==> config.mk <==
export PLATFORM = sky130hd
export DESIGN_NAME = rx_ds_char
export DESIGN_NICKNAME = d
export VERILOG_FILES = /design/src/rtl/rx_ds_char_pkg.sv /design/src/rtl/rx_ds_char.sv
export SDC_FILE = /design/constraint.sdc
export NUM_CORES = 1
export LEC_CHECK = 0
export ABC_AREA = 0
export CAP_MARGIN = 25
export CORE_MARGIN = 2
export CORE_UTILIZATION = 48
export DETAILED_ROUTE_END_ITERATION = 7
export HOLD_SLACK_MARGIN = 0.15
export PLACE_DENSITY = 0.71
export SETUP_SLACK_MARGIN = 0.3
export SLEW_MARGIN = 40
export SYNTH_ARGS = -nofsm -noshare
export SYNTH_HDL_FRONTEND = slang
export SYNTH_SLANG_ARGS = --single-unit
==> constraint.sdc <==
create_clock -name RxClk -period 1.8 [get_ports RxClk]
set_clock_uncertainty 0.2 [all_clocks]
set_input_delay 0.18 -clock RxClk [delete_from_list [all_inputs] [get_ports RxClk]]
set_output_delay 0.18 -clock RxClk [all_outputs]
set_load 0.05 [all_outputs]
==> src/rtl/rx_ds_char_pkg.sv <==
// Shared definitions for the data/strobe character link: FSM encodings,
// payload lengths and control codes common to the transmitter and receiver.
package rx_ds_char_pkg;

  typedef enum logic [1:0] {
    ST_PARITY = 2'd0,
    ST_FLAG   = 2'd1,
    ST_DATA   = 2'd2,
    ST_ERROR  = 2'd3
  } rx_state_e;

  localparam int DATA_LEN = 8;
  localparam int CTRL_LEN = 2;
  localparam int CNT_W    = 4;

  localparam logic [1:0] LCHAR_FCT = 2'b00;
  localparam logic [1:0] LCHAR_EOP = 2'b01;
  localparam logic [1:0] LCHAR_EEP = 2'b10;
  localparam logic [1:0] LCHAR_ESC = 2'b11;

  // The flag selects how many payload strobes follow.
  function automatic logic [CNT_W-1:0] payload_len(input logic lflag);
    return lflag ? CNT_W'(CTRL_LEN) : CNT_W'(DATA_LEN);
  endfunction

endpackage

==> src/rtl/rx_ds_char.sv <==
// Character receiver for the data/strobe link: frames parity/flag/payload,
// checks odd parity across characters and hands characters out via valid/ready.
//
// state     | meaning
// ----------+--------------------------------------------------------------
// ST_PARITY | next strobe is the parity bit of a new character
// ST_FLAG   | next strobe is the data/control flag; parity is checked here
// ST_DATA   | collecting payload bits LSB-first, cnt bits remain
// ST_ERROR  | fatal parity or line fault seen; strobes dropped until reset
module rx_ds_char
  import rx_ds_char_pkg::*;
(
  input  logic       RxClk,
  input  logic       RxReset,
  input  logic       rx_stb_i,
  input  logic       Rx1,
  input  logic       Rx0,
  output logic       valid_o,
  input  logic       ready_i,
  output logic [7:0] dat_o,
  output logic       lchar_o,
  output logic       parity_err_o,
  output logic       line_err_o,
  output logic       overrun_o
);

  rx_state_e        state;
  logic             acc;
  logic             pbit;
  logic             lflag;
  logic [CNT_W-1:0] cnt;
  logic [7:0]       shreg;

  logic             line_bad;
  logic [7:0]       sh_nxt;
  logic             complete;
  logic [7:0]       char_dat;

  always_comb begin
    line_bad = rx_stb_i && (Rx1 == Rx0);
    sh_nxt   = {Rx1, shreg[7:1]};
    complete = rx_stb_i && !line_bad && (state == ST_DATA) && (cnt == CNT_W'(1));
    // Control payload lands in the top two bits of the shifter; right-align it.
    char_dat = lflag ? {6'b0, sh_nxt[7:6]} : sh_nxt;
  end

  always_ff @(posedge RxClk or negedge RxReset) begin
    if (!RxReset) begin
      state        <= ST_PARITY;
      acc          <= 1'b0;
      pbit         <= 1'b0;
      lflag        <= 1'b0;
      cnt          <= '0;
      shreg        <= '0;
      parity_err_o <= 1'b0;
      line_err_o   <= 1'b0;
    end else if (rx_stb_i && state != ST_ERROR) begin
      if (line_bad) begin
        line_err_o <= 1'b1;
        state      <= ST_ERROR;
      end else begin
        case (state)
          ST_PARITY: begin
            pbit  <= Rx1;
            state <= ST_FLAG;
          end
          ST_FLAG: begin
            // Parity covers the previous payload plus this parity and flag bit.
            if (acc ^ pbit ^ Rx1) begin
              lflag <= Rx1;
              acc   <= 1'b0;
              cnt   <= payload_len(Rx1);
              shreg <= '0;
              state <= ST_DATA;
            end else begin
              parity_err_o <= 1'b1;
              state        <= ST_ERROR;
            end
          end
          ST_DATA: begin
            shreg <= sh_nxt;
            acc   <= acc ^ Rx1;
            cnt   <= cnt - CNT_W'(1);
            if (cnt == CNT_W'(1)) state <= ST_PARITY;
          end
          ST_ERROR: state <= ST_ERROR;
        endcase
      end
    end
  end

  always_ff @(posedge RxClk or negedge RxReset) begin
    if (!RxReset) begin
      valid_o   <= 1'b0;
      dat_o     <= '0;
      lchar_o   <= 1'b0;
      overrun_o <= 1'b0;
    end else if (complete) begin
      if (!valid_o || ready_i) begin
        valid_o <= 1'b1;
        dat_o   <= char_dat;
        lchar_o <= lflag;
      end else begin
        overrun_o <= 1'b1;
      end
    end else if (valid_o && ready_i) begin
      valid_o <= 1'b0;
    end
  end

endmodule

==> reports/results.ini <==
[floorplanning]
initial_core_util=0.5041
fp.dieH_microns=57.82
die_w_microns=57.82
design.core.area_sq_mm=0.002758
ios=19
die_area_sq_mm=0.003343
rows=19

[power_and_ir_drop]
switching_share=0.3186
finalPower_w=0.002085
seqPwrFrac=0.402
clkPwrFrac=0.267
powerDensity_mw_per_mm2=1034
power_frac_comb=0.330
p_switching_w=0.0006643
power.leakage_nw=0.9964
p_int_w=0.001421
ir_drop_uv=1016

[yosys]
yosysWarnings=0
synth.net_count=120
syn-cell-area_sq_mm=0.001390
ys_seq_area_frac=0.5221
ys_types=36
syn_avg_cell_area_sq_um=12.41
syn_inst=112
synth-seq-cells=29

[finish]
antenna_cells=0
nNetsFinal=171
final_util=0.7309
area_delta_synth_final_pct=45.00
drive_gt1_frac=0.4817

[global_route]
grt_usage=0.2046
antenna_found_initial=0
grt_max_degree=30
grt_pass1_vias=1065
gr-total-overflow=0
grt_pass1_wl_microns=5023

[flow_run]
maxCapViolCount=0

[clock_tree]
clk_latency_ns=0.33
cts_tree=built
clkTransAtPathRegs_ns=0.09
clock_path_buffers=2
htreeDepth=2
root_buffer=clkbuf_4
clock-sinks=29
cts_inserted_buffers=5

[drt]
drc=0
drt_pass1_iterations=4
drt_iter0_markers=36
finalWirelength_microns=3018
vias=1061
postRouteAntennaNets=0
vias_per_cell=5.441
routedWlPerCell_microns=15.48

[worst_setup_path]
crit_path_end_kind=flop
arrival_ns=1.80
start_kind=flop
rrSetupSlack_ns=0.02
path_class=reg -> reg
cp.required_ns=1.82
critPathMaxFanout=5
r2r_start=state[1]
worstSetupStartpoint=state[1]

[timing]
drv_slew=0
grt_setup_unrepaired=yes
final.setup.tns_ns=0
fin_crit_ns=1.776
post-route-period-util=0.9866
tightest_slew_ns=0.3677
fmax_mhz=563.1
slew_headroom=0.7548
hold_viol=0
setup_viol=0
finalHoldWorstSlack_ns=0.2704

[place]
port_buffers=18
place_congestion=0.8288
dp_hpwl_microns=1905

[hold_path]
min_path_type=in -> reg
hold_start=Rx0

[run_status]
status=finished, final reports clean

[layout make-up]
cell class / instances / area (sq um)
tap: 31 / 38.79
clock buffer: 7 / 55.05
multi-input combinational: 77 / 723.2
fill: 180 / 742.0
timing repair buffer: 47 / 430.4
sequential: 29 / 726.9
inverter: 3 / 11.26
clock inverter: 1 / 30.03
[Yosys cell counts (all sizes together)]
library cell   n  area [sq um]
dfrtp         29         725.7
mux2          14         161.4
a22o           7         61.31
nor2           7         33.78
nor2b          7         43.79
nand2          6         22.52
o21ai          6         30.03
buf            4         25.02
inv            3         11.26
nor3           3         37.53
a21o           2         15.01
a21oi          2         10.01
ha             2         25.02
nand3          2         15.01
nand3b         2         15.01
o22ai          2         12.51
a31o           1         8.760
a31oi          1         6.260
a41o           1         10.01
and2b          1         7.510
and3           1         6.260
nand2b         1         6.260
nand4          1         6.260
nor4b          1         8.760
nor4bb         1         10.01
o21bai         1         7.510
o31a           1         8.760
xnor2          1         8.760
xnor3          1         22.52
xor2           1         27.53
[state kept, by name, indices dropped and copies added, names as in the netlist, 2 cells and up]
signal / cells
cnt: 4
dat_o: 8
shreg: 7
state: 2
[through the flow]
step,area (sq um),instances,setup slack [ns]
2_1_floorplan,1401,112,0.03406
3_3_place_gp,1715,176,-0.3115
3_5_place_dp,1715,176,-0.3494
4_1_cts,1909,191,0.02668
5_1_grt,2016,195,-0.02026
6_report,2016,195,0.02411
[timing repair]
action | 4_1_cts | 5_1_grt
pin swaps | 4 | 5
gates resized for setup | 14 | 15
hold endpoints to repair | 29 | 0
hold buffers | 1 | 0
cloned | 1 | 1
buffers inserted | 5 | 3
endpoints found under the setup margin | 25 | 24
[final timing paths]
path | end | cells past startpoint
min reg2reg | parity_err_o | 1
min | valid_o | 4
max | cnt[1] | 5
min in group asynchronous | state[1] | 3
max reg2reg | cnt[1] | 5
max in group asynchronous | valid_o | 3
[layer usage]
| metal | vias up | track usage | routed length, microns |
|---|---|---|---|
| li1 | 510 | - | - |
| met1 | 515 | 0.2754 | 1411 |
| met2 | 29 | 0.3068 | 1396 |
| met3 | 7 | 0.07589 | 171 |
| met4 | 0 | 0.06977 | 37 |
| met5 | - | 0 | 0 |
[power by group through the flow]
stage	sequential, W	combinational (W)	clock [W]
after global routing	0.000858	0.000745	0.000609
final	0.000839	0.000688	0.000558
after global placement	0.000841	0.000595	0
after floorplan	0.000927	0.000288	0
after detailed placement	0.000843	0.000601	0
after CTS	0.000832	0.000633	0.000565
[worst max-delay path, cell delays in order, from the launching register on]
cell and delay [ns]:
dfrtp_1 0.42, and2b_2 0.25, buf_6 0.12, and3_4 0.18, nor2_4 0.18, mux2_4 0.31
[kinds of logic after synthesis]
group,Yosys count,share of synthesized area
xor+xnor,3,0.04231
fa+ha+maj,2,0.01800
compound gates,24,0.1224
flops,29,0.5221
simple gates,33,0.1530
buf+inv,7,0.02610
mux,14,0.1161
[layout by cell type (no fill, tap or decap), drive strengths merged, types with 2 or more instances in the layout]
cell / count
buf: 40
dfrtp: 29
mux2: 14
nor2: 8
clkbuf: 8
a22o: 7
nor2b: 7
nand2: 6
o21ai: 6
clkdlybuf4s50: 3
inv: 3
nor3: 3
nand3b: 2
a21oi: 2
a21o: 2
dlygate4sd2: 2
nand3: 2
o22ai: 2
ha: 2
Power figures use the tool's default switching activity.
